**src/rtl/lut7_cfg_writer.sv**
```systemverilog
// Run-time programmable 7-input LUT: streams a 128-bit truth table in as nibbles and commits it atomically.
// Optional parity checking on cfg_data is enabled with `define LUT7_CFG_PARITY_EN.
module lut7_cfg_writer #(
    parameter logic [127:0] INIT    = 128'h0,
    parameter int           NIBBLES = 32
) (
    input  logic       CLK,
    input  logic       RESET,
    input  logic       cfg_start,
    input  logic       cfg_valid,
    input  logic [3:0] cfg_data,
`ifdef LUT7_CFG_PARITY_EN
    input  logic       cfg_par,
`endif
    output logic       cfg_ready,
    output logic       cfg_done,
    output logic       cfg_err,
    input  logic [6:0] I,
    output logic       O,
    output logic       busy
);

    typedef enum logic [1:0] {IDLE, LOAD, COMMIT} state_t;

    localparam logic [4:0] LAST_NIBBLE = 5'(NIBBLES - 1);

    state_t       state;
    logic [4:0]   cnt;
    logic [127:0] shadow;
    logic [127:0] active;
    logic         start_pending;
    logic         par_ok;

`ifdef LUT7_CFG_PARITY_EN
    assign par_ok = (cfg_par == ^cfg_data);
`else
    assign par_ok = 1'b1;
`endif

    // A start seen during COMMIT is remembered so the commit itself is never skipped.
    always_ff @(posedge CLK or posedge RESET) begin
        if (RESET) begin
            state         <= IDLE;
            cnt           <= '0;
            shadow        <= '0;
            active        <= INIT;
            start_pending <= 1'b0;
            cfg_ready     <= 1'b0;
            cfg_done      <= 1'b0;
            cfg_err       <= 1'b0;
            busy          <= 1'b0;
        end else begin
            cfg_done <= 1'b0;
            case (state)
                IDLE: begin
                    if (cfg_start || start_pending) begin
                        state         <= LOAD;
                        cnt           <= '0;
                        cfg_err       <= 1'b0;
                        cfg_ready     <= 1'b1;
                        busy          <= 1'b1;
                        start_pending <= 1'b0;
                    end else if (cfg_valid) begin
                        cfg_err <= 1'b1;
                    end
                end
                LOAD: begin
                    if (cfg_start) begin
                        cnt     <= '0;
                        cfg_err <= 1'b0;
                    end else if (cfg_valid && cfg_ready) begin
                        if (!par_ok) begin
                            state     <= IDLE;
                            cnt       <= '0;
                            cfg_err   <= 1'b1;
                            cfg_ready <= 1'b0;
                            busy      <= 1'b0;
                        end else begin
                            shadow[{cnt, 2'b00} +: 4] <= cfg_data;
                            if (cnt == LAST_NIBBLE) begin
                                state     <= COMMIT;
                                cnt       <= '0;
                                cfg_ready <= 1'b0;
                                cfg_done  <= 1'b1;
                            end else begin
                                cnt <= cnt + 5'd1;
                            end
                        end
                    end
                end
                COMMIT: begin
                    active <= shadow;
                    state  <= IDLE;
                    busy   <= 1'b0;
                    if (cfg_start) begin
                        start_pending <= 1'b1;
                    end
                end
                default: begin
                    state     <= IDLE;
                    cfg_ready <= 1'b0;
                    busy      <= 1'b0;
                end
            endcase
        end
    end

    always_ff @(posedge CLK or posedge RESET) begin
        if (RESET) begin
            O <= INIT[0];
        end else begin
            O <= active[I];
        end
    end

endmodule

```
**config.mk**
```make
export PLATFORM = sky130hd
export DESIGN_NAME = lut7_cfg_writer
export DESIGN_NICKNAME = d
export VERILOG_FILES = /design/src/rtl/lut7_cfg_writer.sv
export SDC_FILE = /design/constraint.sdc
export NUM_CORES = 1
export LEC_CHECK = 0
export CORE_MARGIN = 2
export CORE_UTILIZATION = 40
export DETAILED_ROUTE_END_ITERATION = 7
export PLACE_DENSITY = 0.52
export SYNTH_ARGS = -nofsm -noshare
export SYNTH_HDL_FRONTEND = slang
export SYNTH_SLANG_ARGS = --single-unit
```
**constraint.sdc**
```tcl
create_clock -name CLK -period 12.1 [get_ports CLK]
set_input_delay 2.42 -clock CLK [delete_from_list [all_inputs] [get_ports CLK]]
set_output_delay 2.42 -clock CLK [all_outputs]
set_load 0.1 [all_outputs]
```
==> qor.csv <==
stage;metric;value;unit
setup_path;Crit Path Class;reg -> out;
timing;Fin. Hold Viols;0;
setup_path;Largest delay share family, worst path;buffers and inverters;
setup_path;Crit Reg-Reg Startpoint;cnt[0];
pwr;switching share of power;0.2387;
finish;commonest cells after routing, fill and taps aside;dfrtp_1, mux2_2, mux4_2, clkbuf_16, nor2_1;
synth;share of the synthesized area in the top cell type;0.5769;
setup_path;crit path launch type;flip-flop;
outcome;status;completed;
finish;Net count, final;829;
finish;commonest non-fill, non-tap cell in the layout;dfrtp_1;
finish;Antenna Cells;0;
job;max_cap viols;0;
global_routing;initial antenna violation count;0;
setup_path;Required @ worst endpoint;9680;ps
placed_design;Routability Congestion;0.7326;
timing;FMAX;220.5;MHz
timing;RSZ-0062 raised after global routing;false;
routing;Total Wirelength;26460;um
setup_path;crit path to;cfg_err;
floorplan;Die ar.;30550;sq um
clocking;PostCTS Resize Cnt;0;
synth;#FFs+latches synth;269;
clocking;Root Driver;clkbuf_16;
placed_design;IO buf count;19;
routing;Post-route DRC;0;
routing;DRT iter0 DRCs;266;
timing;clock skew;5.445;ps
setup_path;Critical Path End Type;output pin;
pwr;Comb pwr share;0.075;
floorplan;I/O pins;20;
finish;share of cells above drive strength 1;0.4633;
setup_path;Crit. Startpoint;cfg_err;
setup_path;critical path's largest stage delay;1160;ps
setup_path;critical path cell sequence;clkdlybuf4s50_1;
synth;Netlist cell types;52;
routing;DR vias/cell;5.301;
routing;Antenna Nets Post-Route;0;
floorplan;Die H;174.8;um
pwr;clock share of power;0.466;
floorplan;width of the die;174.8;um
setup_path;Worst R2R Path Depth;7;
clocking;Clock Latency Late Sink;550;ps
pwr;total power;0.002066;W
clocking;CTS sink cnt;269;
synth;area leader, netlist;dfrtp_1;
clocking;CTS Buf Count;30;
pwr;PD cells;154.4;nW/um^2
floorplan;Starting Density;0.4065;
synth;EDFF count, synth;0;
clocking;CTS tree;done;
finish;final core occ;0.4662;
setup_path;R2R Path End;shadow[50];
routing;drt first pass iters;4;
synth;Seq/Total Area, Yosys;0.5769;
global_routing;vias in the first global route;7046;
synth;Main synth FF type;dfrtp_1;
setup_path;WP depth;1;
synth;ys async rst share;1.000;
timing;actual slew at the worst max-slew pin;1078;ps
timing;Max Slew Vio Count;0;
pwr;Net Sw Power;0.0004932;W
pwr;VDD IR-drop max;0.09303;mV
placed_design;hpwl dp;16860;um
pwr;Pint;0.001573;W
timing;relative slew slack;0.2815;
synth;Yosys Warn Count;0;
clocking;H-tree levels;1;
global_routing;pin count of the biggest net entering global routing;118;
global_routing;gr usage total;0.1788;
routing;WL per Instance;21.77;um
synth;mapped cell area;11670;sq um
floorplan;FP Rows;62;
clocking;# hold bufs at CTS;0;
clocking;Clock Path Buffers;3;
timing;post-route setup slack;7564;ps
synth;Post-Synthesis Cells;772;
pwr;LEAKAGE;6.456;nW
timing;clock period minus worst slack;4536;ps
routing;total number of vias;6441;
synth;main area contributors after synthesis;dfrtp_1, mux2_2, mux4_2, nor2_4, nand2_1;
min_path;Worst Hold Class;reg -> reg;
setup_path;worst path buffer plus inverter count;1;
synth;Avg Synthesized Cell Area;15.11;sq um
placed_design;Place WS;7083;ps
timing;part of the cycle the worst path needs;0.3749;
setup_path;worst endpoint data arrival time;2120;ps
synth;Post-Syn Nets;794;
setup_path;R2R setup slack;8730;ps
clocking;post-CTS setup buffers;0;
setup_path;CP max-delay cell;clkdlybuf4s50_1;
setup_path;worst-path maximum fanout;4;
timing;Setup Viol. Count Final;0;
floorplan;core area;28700;sq um
global_routing;first-pass GRT wire length;42210;um
finish;area grow syn2layout;14.68;%
timing;setup TNS;0;ps
global_routing;Remaining Overflow, GRT;0;
clocking;clock-pin slew on the worst setup and hold paths;60;ps
pwr;register share of total power;0.459;
## per-layer routing
metal / routed length (um) / part of all wire / track usage / up-vias
met5: 0 / 0 / 0 / -
met4: 727 / 0.027 / 0.05174 / 0
met3: 790 / 0.030 / 0.02546 / 49
met2: 12900 / 0.49 / 0.2935 / 103
met1: 12040 / 0.46 / 0.2486 / 3404
li1: - / - / - / 2885
## state kept, by name (all words and copies together) (netlist names)
signal,flops
active,128
shadow,128
cnt,5
state,2
O,1
busy,1
cfg_done,1
cfg_err,1
cfg_ready,1
start_pending,1
## cell type report
type / instances / area (sq um)
fillers: 2563 / 15320
flip-flops and latches: 269 / 6731
multi-input cells: 461 / 4756
clock buffers: 44 / 934.6
well taps: 384 / 480.5
repair buffers: 34 / 287.8
clock inverters: 12 / 142.6
inverters: 11 / 48.80
## synthesized netlist by cell type (2+ instances only)
library cell	instances
dfrtp_1	269
mux2_2	246
mux4_2	33
nand2_1	27
nor2_1	27
clkbuf_1	18
nor2_4	14
o21ai_0	14
nor4_1	13
inv_1	11
mux2i_1	8
buf_2	7
ha_1	7
nor2_2	7
a21oi_1	5
nand3_1	4
nand4_1	4
nor2b_1	4
o31ai_1	4
nor3_1	3
nor3b_1	3
and2_1	2
buf_1	2
buf_4	2
buf_6	2
mux2_1	2
nand2_4	2
nand3_2	2
nand3b_1	2
nand4b_1	2
nor4_4	2
or2_2	2
xnor2_1	2
xor2_1	2
## through the flow
step	cells	cell area [sq um]	hold slack, ps
finish	1215	13380	492.0
global route	1215	13380	505.8
CTS	1215	13380	493.4
detailed placement	1159	12300	479.0
global placement	1159	12300	463.1
floorplan	772	11670	446.0
## how the worst min path moves through the flow
stage | startpoint | endpoint | slack [ps] | cells after the start
finish | shadow[19] | shadow[19] | 490 | 2
global route | active[86] | active[86] | 510 | 1
CTS | shadow[19] | shadow[19] | 490 | 2
detailed placement | shadow[16] | shadow[16] | 480 | 2
global placement | shadow[113] | shadow[113] | 460 | 1
floorplan | shadow[16] | shadow[16] | 450 | 2
## cells by family after synthesis
| family | share of synthesized area |
|---|---|
| and+or+nand+nor | 0.06841 |
| xor gates and xnor gates | 0.003003 |
| muxes | 0.3099 |
| buffers and inverters | 0.01619 |
| AOI/OAI and AO/OA | 0.01812 |
| DFF | 0.5769 |
| adders and majority gates | 0.007506 |
## power groups by stage
stage                     combinational (W)  sequential [W]  clock [W]
after floorplan                   0.0000991        0.000964          0
after global placement             0.000155        0.000962          0
after detailed placement           0.000159        0.000965          0
after CTS                          0.000159        0.000949   0.000986
after global routing               0.000171        0.000953    0.00103
final                              0.000155        0.000949   0.000962
Power figures use the tool's default switching activity.
